===== src/rtl/serial_pkg.sv =====
// Shared constants for the serial link: the parallel-to-serial and
// serial-to-parallel converters agree on the default word width here.
package serial_pkg;

    // Default parallel word width carried over the serial link.
    localparam int SERIAL_WORD_W = 8;

endpackage : serial_pkg


===== src/rtl/s2p_word_fifo.sv =====
// word_fifo: small synchronous FIFO holding assembled words.
// Pointers carry one extra wrap bit so full and empty are distinguishable
// without a separate occupancy counter. Storage is not reset; only the
// pointers are, so an empty FIFO never exposes stale entries.
module word_fifo
    import serial_pkg::*;
#(
    parameter int WIDTH = SERIAL_WORD_W,
    parameter int DEPTH = 2
) (
    input  logic             clk,
    input  logic             rstn,
    input  logic             push,
    input  logic [WIDTH-1:0] wr_data,
    input  logic             pop,
    output logic [WIDTH-1:0] rd_data,
    output logic             full,
    output logic             empty
);

    localparam int AW = $clog2(DEPTH);
    localparam logic [AW:0] PTR_ONE = (AW + 1)'(1);

    logic [WIDTH-1:0] mem [DEPTH];
    logic [AW:0]      wptr;
    logic [AW:0]      rptr;
    logic             do_push;
    logic             do_pop;

    assign do_push = push && !full;
    assign do_pop  = pop && !empty;

    assign empty   = (wptr == rptr);
    assign full    = (wptr[AW] != rptr[AW]) && (wptr[AW-1:0] == rptr[AW-1:0]);
    assign rd_data = empty ? '0 : mem[rptr[AW-1:0]];

    // Advance write/read pointers; push and pop together keep occupancy.
    always_ff @(posedge clk or negedge rstn) begin
        if (!rstn) begin
            wptr <= '0;
            rptr <= '0;
        end else begin
            if (do_push) wptr <= wptr + PTR_ONE;
            if (do_pop)  rptr <= rptr + PTR_ONE;
        end
    end

    // Word storage, written at the write pointer; no reset needed.
    always_ff @(posedge clk) begin
        if (do_push) mem[wptr[AW-1:0]] <= wr_data;
    end

endmodule : word_fifo


===== src/rtl/s2p.sv =====
// s2p: serial-to-parallel converter. Bits arrive LSB-first, are shifted
// into an N-bit register, and each completed word is pushed into a
// DEPTH-entry word FIFO that drives the parallel output.
//
// Handshake: on both sides a transfer happens in exactly the cycles where
// valid && ready are high at the rising clock edge. A valid source holds
// its data stable until the transfer; ready may change freely. s_ready is
// derived from registered state only, never from p_ready, so a pop frees
// space starting in the following cycle.
module s2p
    import serial_pkg::*;
#(
    parameter int N     = SERIAL_WORD_W,
    parameter int DEPTH = 2
) (
    input  logic         clk,
    input  logic         rstn,
    input  logic         s_valid,
    input  logic         s_data,
    output logic         s_ready,
    output logic         p_valid,
    output logic [N-1:0] p_data,
    input  logic         p_ready
);

    localparam int CW = $clog2(N);
    localparam logic [CW-1:0] CNT_LAST = CW'(N - 1);
    localparam logic [CW-1:0] CNT_ONE  = CW'(1);

    logic [CW-1:0] cnt;
    logic [N-1:0]  sr;
    logic [N-1:0]  word;
    logic          s_acc;
    logic          push;
    logic          pop;
    logic          fifo_full;
    logic          fifo_empty;

    // Only the final bit of a word needs a free FIFO slot; earlier bits
    // go into the shift register regardless.
    assign s_ready = !(fifo_full && (cnt == CNT_LAST));
    assign s_acc   = s_valid && s_ready;
    assign push    = s_acc && (cnt == CNT_LAST);
    assign pop     = p_valid && p_ready;
    assign p_valid = !fifo_empty;

    // Right shift: after N accepted bits the first bit sits at bit 0.
    assign word = {s_data, sr[N-1:1]};

    // Bit position counter, wrapping after the last bit of a word.
    always_ff @(posedge clk or negedge rstn) begin
        if (!rstn) begin
            cnt <= '0;
        end else if (push) begin
            cnt <= '0;
        end else if (s_acc) begin
            cnt <= cnt + CNT_ONE;
        end
    end

    // Shift register collecting the partial word.
    always_ff @(posedge clk or negedge rstn) begin
        if (!rstn) begin
            sr <= '0;
        end else if (s_acc) begin
            sr <= word;
        end
    end

    word_fifo #(
        .WIDTH (N),
        .DEPTH (DEPTH)
    ) u_fifo (
        .clk     (clk),
        .rstn    (rstn),
        .push    (push),
        .wr_data (word),
        .pop     (pop),
        .rd_data (p_data),
        .full    (fifo_full),
        .empty   (fifo_empty)
    );

endmodule : s2p

===== config.mk =====
export PLATFORM = sky130hd
export DESIGN_NAME = s2p
export DESIGN_NICKNAME = d
export VERILOG_FILES = /design/src/rtl/serial_pkg.sv /design/src/rtl/s2p_word_fifo.sv /design/src/rtl/s2p.sv
export SDC_FILE = /design/constraint.sdc
export NUM_CORES = 1
export LEC_CHECK = 0
export ABC_AREA = 1
export ABC_CLOCK_PERIOD_IN_PS = 2290
export CAP_MARGIN = 20
export CORE_UTILIZATION = 40
export CTS_CLUSTER_DIAMETER = 50
export DETAILED_ROUTE_END_ITERATION = 8
export GPL_ROUTABILITY_DRIVEN = 0
export PLACE_DENSITY = 0.56
export SYNTH_ARGS = -nofsm -noshare
export SYNTH_HDL_FRONTEND = slang
export SYNTH_SLANG_ARGS = --single-unit

===== constraint.sdc =====
create_clock -name clk -period 2.29 [get_ports clk]
set_input_delay 0.458 -clock clk [delete_from_list [all_inputs] [get_ports clk]]
set_output_delay 0.458 -clock clk [all_outputs]
set_load 0.01 [all_outputs]

==> impl_metrics.toml, run 1 <==
[yosys]
synth_compound_gate_area_share = 0.0316
synth_top_cell_by_area = "edfxtp_1"
synth_top_family_by_area = "simple AND/OR/NAND/NOR gates"
synthMuxAreaShare = 0
synth_area_um2 = 1270
syn_area_per_cell_um2 = 10.4
syn_nets = 129
synth_area_leaders = "edfxtp_1, dfrtp_1, nand2_1"
synth_xor_xnor_area_share = 0.0138
ys_warn_count = 0
synth-simple-area-share = 0.244
synth_cell_types = 16
syn_inst = 122
yosysSeqAreaShare = 0.656
ys_ff_latch = 30
synth_fa_ha_area_frac = 0.0198
synth_top_area_share = 0.379

[detailed_routing]
ant_nets = 0
vias = 908
vias_per_cell = 4.70
drtIter0Drc = 37
finalWirelength_mm = 2.32
drc = 0
drt_first_pass_iters = 4
routedWlPerCell_um = 12.0

[grt]
grt_overflow_total = 0
antenna_found_initial = 0
grt_start_max_net_pins = 15
grt_pass1_wl_mm = 3.89
grt_usage = 0.160
grt_pass1_vias = 833

[floorplan]
io_pins = 15
start_util = 0.418
dieHeight_um = 58.3
rows = 20
die_w_um = 58.3
core-area_um2 = 3030
dieArea_um2 = 3390

[finish]
multi_input_area_um2 = 392
drive_gt1_frac = 0.154
fillers = 283
final_common_cell = "nand2_1"
regArea_um2 = 831
n_antenna_cell = 0
final_cell_mix = "nand2_1, edfxtp_1, dfrtp_1"
postLayoutCoreUtil = 0.535
stdcell_count = 193
nets = 155
syn_to_final_growth_pct = 28.0

[sta]
period_share = 0.980
fmax_mhz = 446
timing.final.ws_setup_ps = 46.3
maxSlewHeadroom = 0.572
period_needed_ps = 2240
skew_ps = 11.0
rsz0062_at_grt = "true"
tightest_slew_ps = 640
setup_viol = 0
fin_tns_setup_ps = 0
finalHoldViolations = 0
slew_violations = 0

[clock_network]
clockBufferDepth = 2
path_clk_slew_ps = 100
cts_buffers = 5
insertion_delay_ps = 310
cts_tree = "built"
cts.sinks = 30
htreeDepth = 2
clockRootBuffer = "clkbuf_4"

[worst_setup_path]
arrival_ps = 1790
path_class = "flip-flop to primary output"
critPathBufInv = 3
r2r_cells = 4
crit_path_max_incr_delay_ps = 540
critPathRequiredTime_ps = 1830
critPathSlowestCell = "clkdlybuf4s50_1"
crit_start = "u_fifo.wptr[1]"
endpoint_kind = "primary output"
path_delay_family = "buffers and inverters"
r2r-end = "u_fifo.mem[0][2]"
cp_cell_sequence = "inv_1, nand2_1, nand3_2, inv_4, a21oi_1, clkdlybuf4s50_1"
reg2reg_from = "cnt[0]"
start_kind = "flip-flop"
crit_fanout = 8
r2r_slack_ps = 720

[flow_run]
drv_cap = 0

[power]
finalPower_w = 0.00208
p_per_area_nw_per_um2 = 1280
ir_drop_mv = 0.517
p_leak_nw = 0.785

[min_path]
holdPathStages = 2
holdPathEnd = "cnt[1]"
hold_path_class = "flip-flop to flip-flop"
min_from = "cnt[1]"

[outcome]
outcome = "finished, final reports clean"

[place]
dp_hpwl_mm = 1.55
io_buffer_count = 14
post-place-ws_ps = 305
dp_cells = 182
==> synthesized netlist by cell type, drive strengths merged <==
cell / instances
a21oi: 8
buf: 3
dfrtp: 14
edfxtp: 16
ha: 2
inv: 6
nand2: 53
nand3: 14
nand4: 2
nor2: 1
or3b: 1
xor2: 2
==> kinds of logic (layout without fill, tap and decap cells) <==
logic type      after synthesis  count (layout)
xor+xnor                      2               2
fa+ha+maj                     2               2
simple gates                 71              71
buf+inv                       9              36
compound gates                8               8
flops                        30              30
==> state kept, by name (all words and copies together) (netlist names) <==
signal and flops:
cnt 3, sr 7, u_fifo.mem 16, u_fifo.rptr 2, u_fifo.wptr 2
==> repair_timing <==
action	4_1_cts	5_1_grt
resized for setup	3	5
hold buffers	0	0
setup buffers	1	2
endpoints found under the setup margin	9	6
endpoints found under the hold margin	0	0
==> cell type report <==
type | instances | share of cell area
clock inverter | 2 | 0.0371
tap | 44 | 0.0340
sequential | 30 | 0.513
multi-input combinational | 83 | 0.242
inverter | 6 | 0.0154
clock buffer | 6 | 0.0317
timing repair buffer | 22 | 0.127
==> how the worst max path moves through the flow <==
stage	end	slack [ps]	cells past startpoint
floorplan	u_fifo.mem[1][0]	720	4
global placement	s_ready	350	4
detailed placement	p_data[1]	300	7
CTS	p_data[2]	10	7
finish	p_data[0]	50	6
global route	p_data[0]	-40	7
==> power breakdown <==
group	leakage, nW	total [W]	internal (W)	switching, W
logic	0.404	0.000782	0.000357	0.000425
clock network	0.0585	0.000549	0.000370	0.000179
registers	0.323	0.000750	0.000674	0.0000763
total	0.785	0.00208	0.00140	0.000680
==> worst register-to-register path, cell delays in order, from the launching register on <==
cell and delay (ps):
dfrtp_1 380, ha_1 160, ha_1 250, nand4_1 150, inv_1 300
==> per-stage QoR <==
step | cell area, µm² | hold slack [ps]
2_1_floorplan | 1270 | 162
4_1_cts | 1590 | 491
5_1_grt | 1620 | 521
3_3_place_gp | 1480 | 463
3_5_place_dp | 1480 | 469
6_report | 1620 | 485
==> routing by layer <==
layer	routed length, µm	vias to the layer above	GRT usage
met4	36	0	0.0714
met2	1100	14	0.261
met1	1120	431	0.201
met3	65	4	0.0402
li1	-	459	-
met5	0	-	0
Note: power is estimated with default switching activity, not from simulation.
==> inputs of run 2 (changes only) <==
- CORE_UTILIZATION: 40 -> 33
- PLACE_DENSITY: 0.56 -> 0.47
- SYNTH_HIERARCHICAL: not set -> 1
==> impl_metrics.toml, run 2 <==
[outcome]
outcome = "finished, final reports clean"

[grt]
grt_usage = 0.139
grt_overflow_total = 0
grt_start_max_net_pins = 15
grt_pass1_wl_mm = 4.28
antenna_found_initial = 0
grt_pass1_vias = 911

[yosys]
syn_inst = 134
synth_area_leaders = "edfxtp_1, dfrtp_1, nand2_1"
synth_top_area_share = 0.347
synthTopCellsByCount = "nand2_1, edfxtp_1, dfrtp_1, nand3_1, inv_1"
synth_area_um2 = 1390
yosysSeqAreaShare = 0.599
synth_most_common_cell = "nand2_1"
synth_top_cell_by_area = "edfxtp_1"
ys_warn_count = 6
syn_area_per_cell_um2 = 10.3
ys_ff_latch = 30
synthFlopType = "edfxtp_1"
synth_cell_types = 18
ys_async_sr_fraction = 0.467
synth_edf_count = 16
syn_nets = 141

[worst_setup_path]
start_kind = "flip-flop"
critPathBufInv = 2
crit_fanout = 10
crit_path_max_incr_delay_ps = 540
critPathSlowestCell = "clkdlybuf4s50_1"
endpoint_kind = "primary output"
path_delay_family = "buffers and inverters"
critPathRequiredTime_ps = 1830
cp_cell_sequence = "nand2_1, nand2_4, nand2_8, inv_6, a21oi_2, clkdlybuf4s50_1"
path_class = "flip-flop to primary output"
arrival_ps = 1700

[floorplan]
core-area_um2 = 4030
die_w_um = 66.8
dieArea_um2 = 4460
dieHeight_um = 66.8
rows = 23
start_util = 0.344
io_pins = 15

[place]
postPlaceCellArea_um2 = 1590
io_buffer_count = 14
dp_hpwl_mm = 1.80

[clock_network]
cts_buffers = 5
cts.sinks = 30
clockBufferDepth = 2
cts_tree = "built"
path_clk_slew_ps = 60
insertion_delay_ps = 290
clockRootBuffer = "clkbuf_8"
htreeDepth = 2

[detailed_routing]
finalWirelength_mm = 2.50
drtIter0Drc = 16
drc = 0
vias_per_cell = 4.57
ant_nets = 0
routedWlPerCell_um = 12.1
vias = 941
drt_first_pass_iters = 4

[sta]
finalHoldViolations = 0
skew_ps = 7.00
period_needed_ps = 2150
period_share = 0.941
tightest_slew_ps = 627
setup_viol = 0
fmax_mhz = 464
rsz0062_at_grt = "false"
slew_violations = 0
maxSlewHeadroom = 0.581
fin_tns_setup_ps = 0

[finish]
drive_gt1_frac = 0.212
multi_input_area_um2 = 480
n_antenna_cell = 0
final_common_cell = "nand2_1"
syn_to_final_growth_pct = 23.4
fin_area_um2 = 1710
final_cell_mix = "nand2_1, edfxtp_1, nand3_1"
nets = 162
fillers = 407
regArea_um2 = 832
largest_register_ffs = 16

[min_path]
hold_path_class = "flip-flop to flip-flop"

[power]
p_per_area_nw_per_um2 = 1320
p_leak_nw = 0.783
ir_drop_mv = 0.444

[flow_run]
drv_cap = 0
==> run 2: changes by cell type after synthesis, moves of 2 or more <==
cell     previous run  this run
nand3_2             2         0
nand2_4             0         4
nand3_1            12        14
inv_1               4        10
nand2_2             2         6
a21oi_1             8         0
nand4_1             2         0
a21oi_2             0         8
buf_2               2         0
==> run 2: what timing repair did <==
action | CTS | global route
hold buffers | 0 | 0
buffers inserted | 0 | 0
gates resized for setup | 1 | 2
endpoints found under the hold margin | 0 | 0
endpoints found under the setup margin | 1 | 7
==> run 2: worst min-delay path, cell delays in order (launching register included) <==
cell     delay [ps]
dfrtp_1         350
nand2_1          50
nand2_1          50
==> run 2: report_power, final <==
part | internal [W] | leakage (nW) | switching, W | total (W)
Sequential | 0.000674 | 0.321 | 0.0000827 | 0.000757
Combinational | 0.000419 | 0.403 | 0.000524 | 0.000943
Clock | 0.000354 | 0.0585 | 0.000196 | 0.000550
==> run 2: cell type report <==
| type | instances | share of cell area |
|---|---|---|
| clock buffer | 7 | 0.0505 |
| clock inverter | 1 | 0.0176 |
| inverter | 13 | 0.0315 |
| multi-input combinational | 88 | 0.281 |
| sequential | 30 | 0.486 |
| tap | 50 | 0.0366 |
| timing repair buffer | 17 | 0.0966 |
==> run 2: final timing paths <==
| check | startpoint | endpoint | slack [ps] | cells past startpoint |
|---|---|---|---|---|
| worst min register to register | cnt[2] | cnt[2] | 480 | 2 |
| min in group asynchronous | rstn | cnt[0] | 570 | 1 |
| worst min-delay path | cnt[2] | cnt[2] | 480 | 2 |
| max in group asynchronous | rstn | u_fifo/rptr[1] | 1280 | 1 |
| worst max-delay path | u_fifo/rptr[0] | p_data[4] | 140 | 6 |
| worst max register to register | cnt[0] | u_fifo/mem[1][5] | 390 | 9 |
==> run 2: logic make-up (layout without fill, tap and decap cells) <==
logic type      count (synthesis)  in the layout  synth area share
simple gates                   77             77             0.268
flops                          30             30             0.599
buf+inv                        16             38            0.0578
compound gates                  8              8            0.0505
fa+ha+maj                       2              2            0.0180
xor+xnor                        1              1           0.00632
==> run 2: per-stage QoR <==
step | hold WS [ps] | utilization | total power (W) | std cells | worst slack [ps]
floorplan | 162 | - | 0.00138 | 134 | 491
global placement | 471 | 0.393 | 0.00170 | 198 | 292
detailed placement | 475 | 0.393 | 0.00173 | 198 | 276
CTS | 488 | 0.424 | 0.00229 | 206 | 5.19
global route | 502 | 0.425 | 0.00242 | 206 | 22.7
finish | 480 | 0.425 | 0.00225 | 206 | 135
==> run 2: metal layers <==
layer	routed length, µm	vias up	part of all wire	GRT usage
met3	113	7	0.045	0.0582
met2	1220	19	0.49	0.216
met5	0	-	0	0
met4	50	0	0.020	0.0718
li1	-	473	-	-
met1	1120	442	0.45	0.161
